[config.mk]
export PLATFORM = sky130hd
export DESIGN_NAME = fetch_ctrl_flat
export DESIGN_NICKNAME = d
export VERILOG_FILES = /design/src/rtl/fetch_if.sv /design/src/rtl/fetch_ctrl.sv /design/src/flat_wrapper.sv
export SDC_FILE = /design/constraint.sdc
export NUM_CORES = 1
export LEC_CHECK = 0
export BUFFER_PORTS_ARGS = -buffer_cell sky130_fd_sc_hd__buf_4
export CELL_PAD_IN_SITES_DETAIL_PLACEMENT = 1
export CELL_PAD_IN_SITES_GLOBAL_PLACEMENT = 1
export CORE_MARGIN = 2
export CORE_UTILIZATION = 25
export DETAILED_ROUTE_END_ITERATION = 16
export HOLD_SLACK_MARGIN = 0.08
export PLACE_DENSITY_LB_ADDON = 0.1
export SLEW_MARGIN = 20
export SYNTH_ARGS = -nofsm -noshare
export SYNTH_HDL_FRONTEND = slang
export SYNTH_SLANG_ARGS = --single-unit
[constraint.sdc]
create_clock -name clk -period 2 [get_ports clk]
set_input_delay 0.2 -clock clk [delete_from_list [all_inputs] [get_ports clk]]
set_output_delay 0.2 -clock clk [all_outputs]
set_load 0.01 [all_outputs]
[src/rtl/fetch_if.sv]
// Fetch sequencer bus: ROM read port, decode handshake and status flags.
interface fetch_if #(
    parameter int ADDR_W = 32
);
    logic              start;
    logic              stall;
    logic              redirect;
    logic [ADDR_W-1:0] redirect_pc;
    logic              mem_en_read;
    logic [ADDR_W-1:0] mem_pc;
    logic [31:0]       mem_inst;
    logic [31:0]       inst_out;
    logic [ADDR_W-1:0] inst_pc;
    logic              inst_valid;
    logic              busy;
    logic              halted;
    logic              fault;

    modport master (
        input  start, stall, redirect, redirect_pc, mem_inst,
        output mem_en_read, mem_pc, inst_out, inst_pc,
        output inst_valid, busy, halted, fault
    );

    modport slave (
        output start, stall, redirect, redirect_pc, mem_inst,
        input  mem_en_read, mem_pc, inst_out, inst_pc,
        input  inst_valid, busy, halted, fault
    );
endinterface

[src/rtl/fetch_ctrl.sv]
// Instruction-fetch sequencer: owns the PC, drives ROM reads, squashes on
// redirect and stops on the HALT word or a PC outside the ROM.
module fetch_ctrl #(
    parameter int                ADDR_W    = 32,
    parameter int                MEM_DEPTH = 32,
    parameter logic [ADDR_W-1:0] RESET_PC  = '0,
    parameter logic [31:0]       HALT_WORD = 32'h0000_0000
) (
    input logic      clk,
    input logic      rst,
    fetch_if.master  f
);

    typedef enum logic [1:0] {
        IDLE,
        FETCH,
        HALTED,
        FAULT
    } state_t;

    localparam logic [ADDR_W-1:0] LAST_PC = ADDR_W'(MEM_DEPTH - 1);

    state_t            state_q, state_d;
    logic [ADDR_W-1:0] pc_q, pc_d;
    logic [ADDR_W-1:0] ipc_q, ipc_d;
    logic              pend_q, pend_d;
    logic              in_rom;
    logic              halt_hit;
    logic              issue;

    assign in_rom   = pc_q <= LAST_PC;
    assign halt_hit = pend_q & (f.mem_inst == HALT_WORD)
                    & ~f.stall & ~f.redirect;
    assign issue    = (state_q == FETCH) & ~f.stall & ~f.redirect
                    & ~halt_hit & in_rom;

    assign f.mem_en_read = issue;
    assign f.mem_pc      = pc_q;
    assign f.inst_out    = f.mem_inst;
    assign f.inst_pc     = ipc_q;
    assign f.inst_valid  = pend_q;
    assign f.busy        = state_q == FETCH;
    assign f.halted      = state_q == HALTED;
    assign f.fault       = state_q == FAULT;

    always_ff @(posedge clk) begin
        if (rst) begin
            state_q <= IDLE;
            pc_q    <= RESET_PC;
            pend_q  <= 1'b0;
            ipc_q   <= '0;
        end else begin
            state_q <= state_d;
            pc_q    <= pc_d;
            pend_q  <= pend_d;
            ipc_q   <= ipc_d;
        end
    end

    always_comb begin
        state_d = state_q;
        pc_d    = pc_q;
        pend_d  = pend_q;
        ipc_d   = ipc_q;
        unique case (state_q)
            FETCH: begin
                // Redirect beats stall and HALT; the in-flight word dies.
                if (f.redirect) begin
                    pc_d   = f.redirect_pc;
                    pend_d = 1'b0;
                end else if (f.stall) begin
                    pend_d = pend_q;
                end else if (halt_hit) begin
                    state_d = HALTED;
                    pend_d  = 1'b0;
                end else if (!in_rom) begin
                    state_d = FAULT;
                    pend_d  = 1'b0;
                end else begin
                    pend_d = 1'b1;
                    ipc_d  = pc_q;
                    pc_d   = pc_q + ADDR_W'(1);
                end
            end
            default: begin
                if (f.start) begin
                    state_d = FETCH;
                    pc_d    = RESET_PC;
                    pend_d  = 1'b0;
                end
            end
        endcase
    end

endmodule

[src/flat_wrapper.sv]
// flat-port wrapper written by rule: the top's interface ports become plain ports
module fetch_ctrl_flat 
#(
    parameter int                ADDR_W    = 32,
    parameter int                MEM_DEPTH = 32,
    parameter logic [ADDR_W-1:0] RESET_PC  = '0,
    parameter logic [31:0]       HALT_WORD = 32'h0000_0000
)
  (clk, rst, f_start, f_stall, f_redirect, f_redirect_pc, f_mem_inst, f_mem_en_read, f_mem_pc, f_inst_out, f_inst_pc, f_inst_valid, f_busy, f_halted, f_fault);
  fetch_if #(.ADDR_W(ADDR_W)) f_i ();
  input logic clk;
  input logic rst;
  input wire logic [$bits(f_i.start)-1:0] f_start;
  input wire logic [$bits(f_i.stall)-1:0] f_stall;
  input wire logic [$bits(f_i.redirect)-1:0] f_redirect;
  input wire logic [$bits(f_i.redirect_pc)-1:0] f_redirect_pc;
  input wire logic [$bits(f_i.mem_inst)-1:0] f_mem_inst;
  output wire logic [$bits(f_i.mem_en_read)-1:0] f_mem_en_read;
  output wire logic [$bits(f_i.mem_pc)-1:0] f_mem_pc;
  output wire logic [$bits(f_i.inst_out)-1:0] f_inst_out;
  output wire logic [$bits(f_i.inst_pc)-1:0] f_inst_pc;
  output wire logic [$bits(f_i.inst_valid)-1:0] f_inst_valid;
  output wire logic [$bits(f_i.busy)-1:0] f_busy;
  output wire logic [$bits(f_i.halted)-1:0] f_halted;
  output wire logic [$bits(f_i.fault)-1:0] f_fault;
  assign f_i.start = f_start;
  assign f_i.stall = f_stall;
  assign f_i.redirect = f_redirect;
  assign f_i.redirect_pc = f_redirect_pc;
  assign f_i.mem_inst = f_mem_inst;
  assign f_mem_en_read = f_i.mem_en_read;
  assign f_mem_pc = f_i.mem_pc;
  assign f_inst_out = f_i.inst_out;
  assign f_inst_pc = f_i.inst_pc;
  assign f_inst_valid = f_i.inst_valid;
  assign f_busy = f_i.busy;
  assign f_halted = f_i.halted;
  assign f_fault = f_i.fault;
  fetch_ctrl #(.ADDR_W(ADDR_W), .MEM_DEPTH(MEM_DEPTH), .RESET_PC(RESET_PC), .HALT_WORD(HALT_WORD)) u_core (.clk(clk), .rst(rst), .f(f_i));
endmodule
==> metrics.md <==
| Metric | Value |
|---|---|
| Die outline height | `116.5 um` |
| Cell depth of the worst setup path | `5` |
| Total GRT Usage | `0.1753` |
| Post-synthesis sequential area ratio | `0.4239` |
| P_leak | `0.002561 uW` |
| CTS tree | `built` |
| Starting Density | `0.2538` |
| Hold depth | `2` |
| Die span in x | `116.5 um` |
| Setup WS pre-CTS | `-0.2047 ns` |
| Critical Path AT | `1.87 ns` |
| Critical Path Source Type | `flop` |
| Worst EP required | `1.80 ns` |
| Row Count | `41` |
| Routed via count | `3,450` |
| Wire length per cell | `16.55 um` |
| R2r startpoint | `u_core.f.mem_pc[13]$_SDFFE_PP0P_` |
| CTS max path bufs | `2` |
| Ports | `170` |
| CP endpoint kind | `output pin` |
| CP delay by family, top | `simple AND/OR/NAND/NOR gates` |
| Max Clock Freq | `483.4 MHz` |
| Finish-stage setup viols | `30` |
| Tot Pwr | `3660 uW` |
| Remaining DRCs | `0` |
| Yosys warning total | `0` |
| Router iterations before antenna repair | `4` |
| CP Cell Sequence | `nor4_4, nand3_2, or3_4, nor4_2, buf_4` |
| RSZ-0062 raised after global routing | `yes` |
| Share of the synthesized area in the top cell type | `0.4239` |
| Most instantiated library cell after synthesis | `dfxtp_1` |
| Clock root buffer | `clkbuf_16` |
| Hold path endpoint | `u_core.f.mem_pc[30]$_SDFFE_PP0P_` |
| CP max FO | `4` |
| Final WS setup | `-0.06860 ns` |
| HP Class | `in2reg` |
| GPL Wtd Cong | `0.7707` |
| Max Slew Vio Count | `0` |
| Tmin final | `2.069 ns` |
| Ratio of cells with drive above 1 in the final layout | `0.5657` |
| Cells after Synth | `351` |
| Vias per Instance | `4.643` |
| Power per cell area | `655.0 nW/um2` |
| Final WL | `12,300 um` |
| Antenna cell count | `0` |
| Area contributors post-synth | `dfxtp_1, buf_4, and2_1` |
| Die ar. | `13,570 um2` |
| Tcrit/Tclk final | `1.034` |
| Nets | `636` |
| Slowest CP cell | `or3_4` |
| Main flop type after synthesis | `dfxtp_1` |
| Area leader, netlist | `dfxtp_1` |
| Area growth, synth to finish | `76.59%` |
| Crit Path Class | `reg2out` |
| Area of the mapped netlist | `3164 um2` |
| CTS buffer count | `9` |
| Reg-to-reg slack, setup | `-0.05 ns` |
| Final ANT Viol Nets | `0` |
| Max_cap viols | `0` |
| H-tree Lvls | `3` |
| Slew @ Worst Pin | `0.4896 ns` |
| Yosys reg bits | `67` |
| Vias in the first global route | `3,543` |
| Worst Skew | `0.005453 ns` |
| Post-synth top cells | `dfxtp_1, buf_4, nand2_1, and2_1, a21oi_1` |
| Slowest stage delay, CP | `0.38 ns` |
| DRT iter0 DRCs | `133` |
| R2r endpoint | `u_core.f.inst_pc[11]$_SDFFE_PP0P_` |
| Core area | `12,470 um2` |
| Cells on worst reg2reg path | `6` |
| Initial antenna violation count | `0` |
| Clock latency on the worst-skew pair | `0.33 ns` |
| Total congestion overflow | `0` |
| Avg Synthesized Cell Area | `9.015 um2` |
| Maximum number of pins on one net before global-route repair | `28` |
| Port Buffers | `169` |
| Violated checks | `setup timing` |
| FFs w/ async S/R, synth | `0` |
| Slew margin rel. | `0.6736` |
| Synth cell types | `55` |
| Hold path start | `f_redirect_pc[30]` |
| Dpl hpwl | `9229 um` |
| Syn Nets | `421` |
| CTS Sinks | `67` |
| Status | `finished, violations left` |
| Global-route wire length before repair | `18,370 um` |
| Post-synth EDFFs | `0` |
| Post-Layout Cell Count | `743` |
| Worst-path clk slew | `0.06 ns` |
| Sum of buffers and inverters on the critical path | `1` |
| Placed Cells | `711` |
| Final hold vios | `0` |
| Peak supply drop | `268.9 uV` |
-- logic make-up after synthesis --
| kind of cell | count (synthesis) | synth area share |
|---|---|---|
| and+or+nand+nor | 136 | 0.2440 |
| AOI/OAI and AO/OA | 77 | 0.1847 |
| DFF | 67 | 0.4239 |
| buffers and inverters | 61 | 0.1151 |
| muxes | 8 | 0.02570 |
| xor gates and xnor gates | 1 | 0.002768 |
| adders and majority gates | 1 | 0.003954 |
-- metrics by stage --
step | utilization | cell area [um2] | hold slack, ns | setup TNS [ns]
final | 0.4483 | 5588 | 0.09173 | -1.386
after CTS | 0.4330 | 5398 | 0.08062 | -2.524
after detailed placement | 0.3941 | 4912 | 0.4167 | -9.404
after floorplan | - | 3206 | 0.3257 | -0.9634
after global placement | 0.3941 | 4912 | 0.4134 | -9.719
after global routing | 0.4483 | 5588 | 0.09004 | -5.653
-- power breakdown --
part           leakage, uW  switching (uW)  total (uW)  internal, uW
sequential        0.000550            23.1        1380          1360
clock             0.000142             632        1610           973
combinational      0.00187             320         674           354
-- state kept, by name, summed over array words and instances (netlist names) --
| name | cells |
|---|---|
| u_core.f.inst_pc | 32 |
| u_core.f.inst_valid | 1 |
| u_core.f.mem_pc | 32 |
| u_core.state_q | 2 |
-- layout make-up --
type | instances | area [um2]
Fill cell | 1473 | 6878
Clock inverter | 7 | 76.32
Timing Repair Buffer | 252 | 1979
Sequential cell | 67 | 1366
Multi-Input combinational cell | 223 | 1677
Clock buffer | 9 | 225.2
Tap cell | 172 | 215.2
Inverter | 13 | 48.80
-- cell usage in the layout (no fill, tap or decap), types with 6 or more instances in the layout --
cell type,instances
a21oi_1,13
and2_4,9
nand3_1,10
nand2_1,31
a22o_1,6
nor4_1,7
and2_1,19
dlygate4sd3_1,10
clkbuf_16,10
dfxtp_2,14
inv_1,9
nor2_1,7
nor3_1,9
a32o_1,7
o21ai_0,11
buf_4,236
mux2i_1,7
dfxtp_1,51
-- layer usage --
layer	routed length, um	global-route usage	up-vias
met5	0	0	-
met4	89	0.04206	0
met3	836	0.04670	7
met2	5815	0.2880	115
met1	5558	0.2300	1634
li1	-	-	1694
-- how the worst max path moves through the flow --
stage | startpoint | endpoint | slack [ns]
2_1_floorplan | u_core.f.mem_pc[0]$_SDFFE_PP0P_ | u_core.f.mem_pc[22]$_SDFFE_PP0P_ | -0.06
3_3_place_gp | u_core.f.mem_pc[31]$_SDFFE_PP0P_ | u_core.f.inst_pc[24]$_SDFFE_PP0P_ | -0.19
3_5_place_dp | u_core.f.mem_pc[31]$_SDFFE_PP0P_ | u_core.f.inst_pc[7]$_SDFFE_PP0P_ | -0.20
4_1_cts | u_core.f.mem_pc[31]$_SDFFE_PP0P_ | f_mem_en_read | -0.11
5_1_grt | u_core.f.mem_pc[13]$_SDFFE_PP0P_ | f_mem_en_read | -0.16
6_report | u_core.f.mem_pc[13]$_SDFFE_PP0P_ | f_mem_en_read | -0.07
-- timing repair --
item                                    4_1_cts  5_1_grt
endpoints found under the hold margin        10        0
hold buffers                                 10        0
gates resized for setup                      12       37
buffers inserted                              2        3
pin swaps                                     8       13
gates cloned                                  0        1
endpoints found under the setup margin       66       58
(Power assumes the default switching activity.)
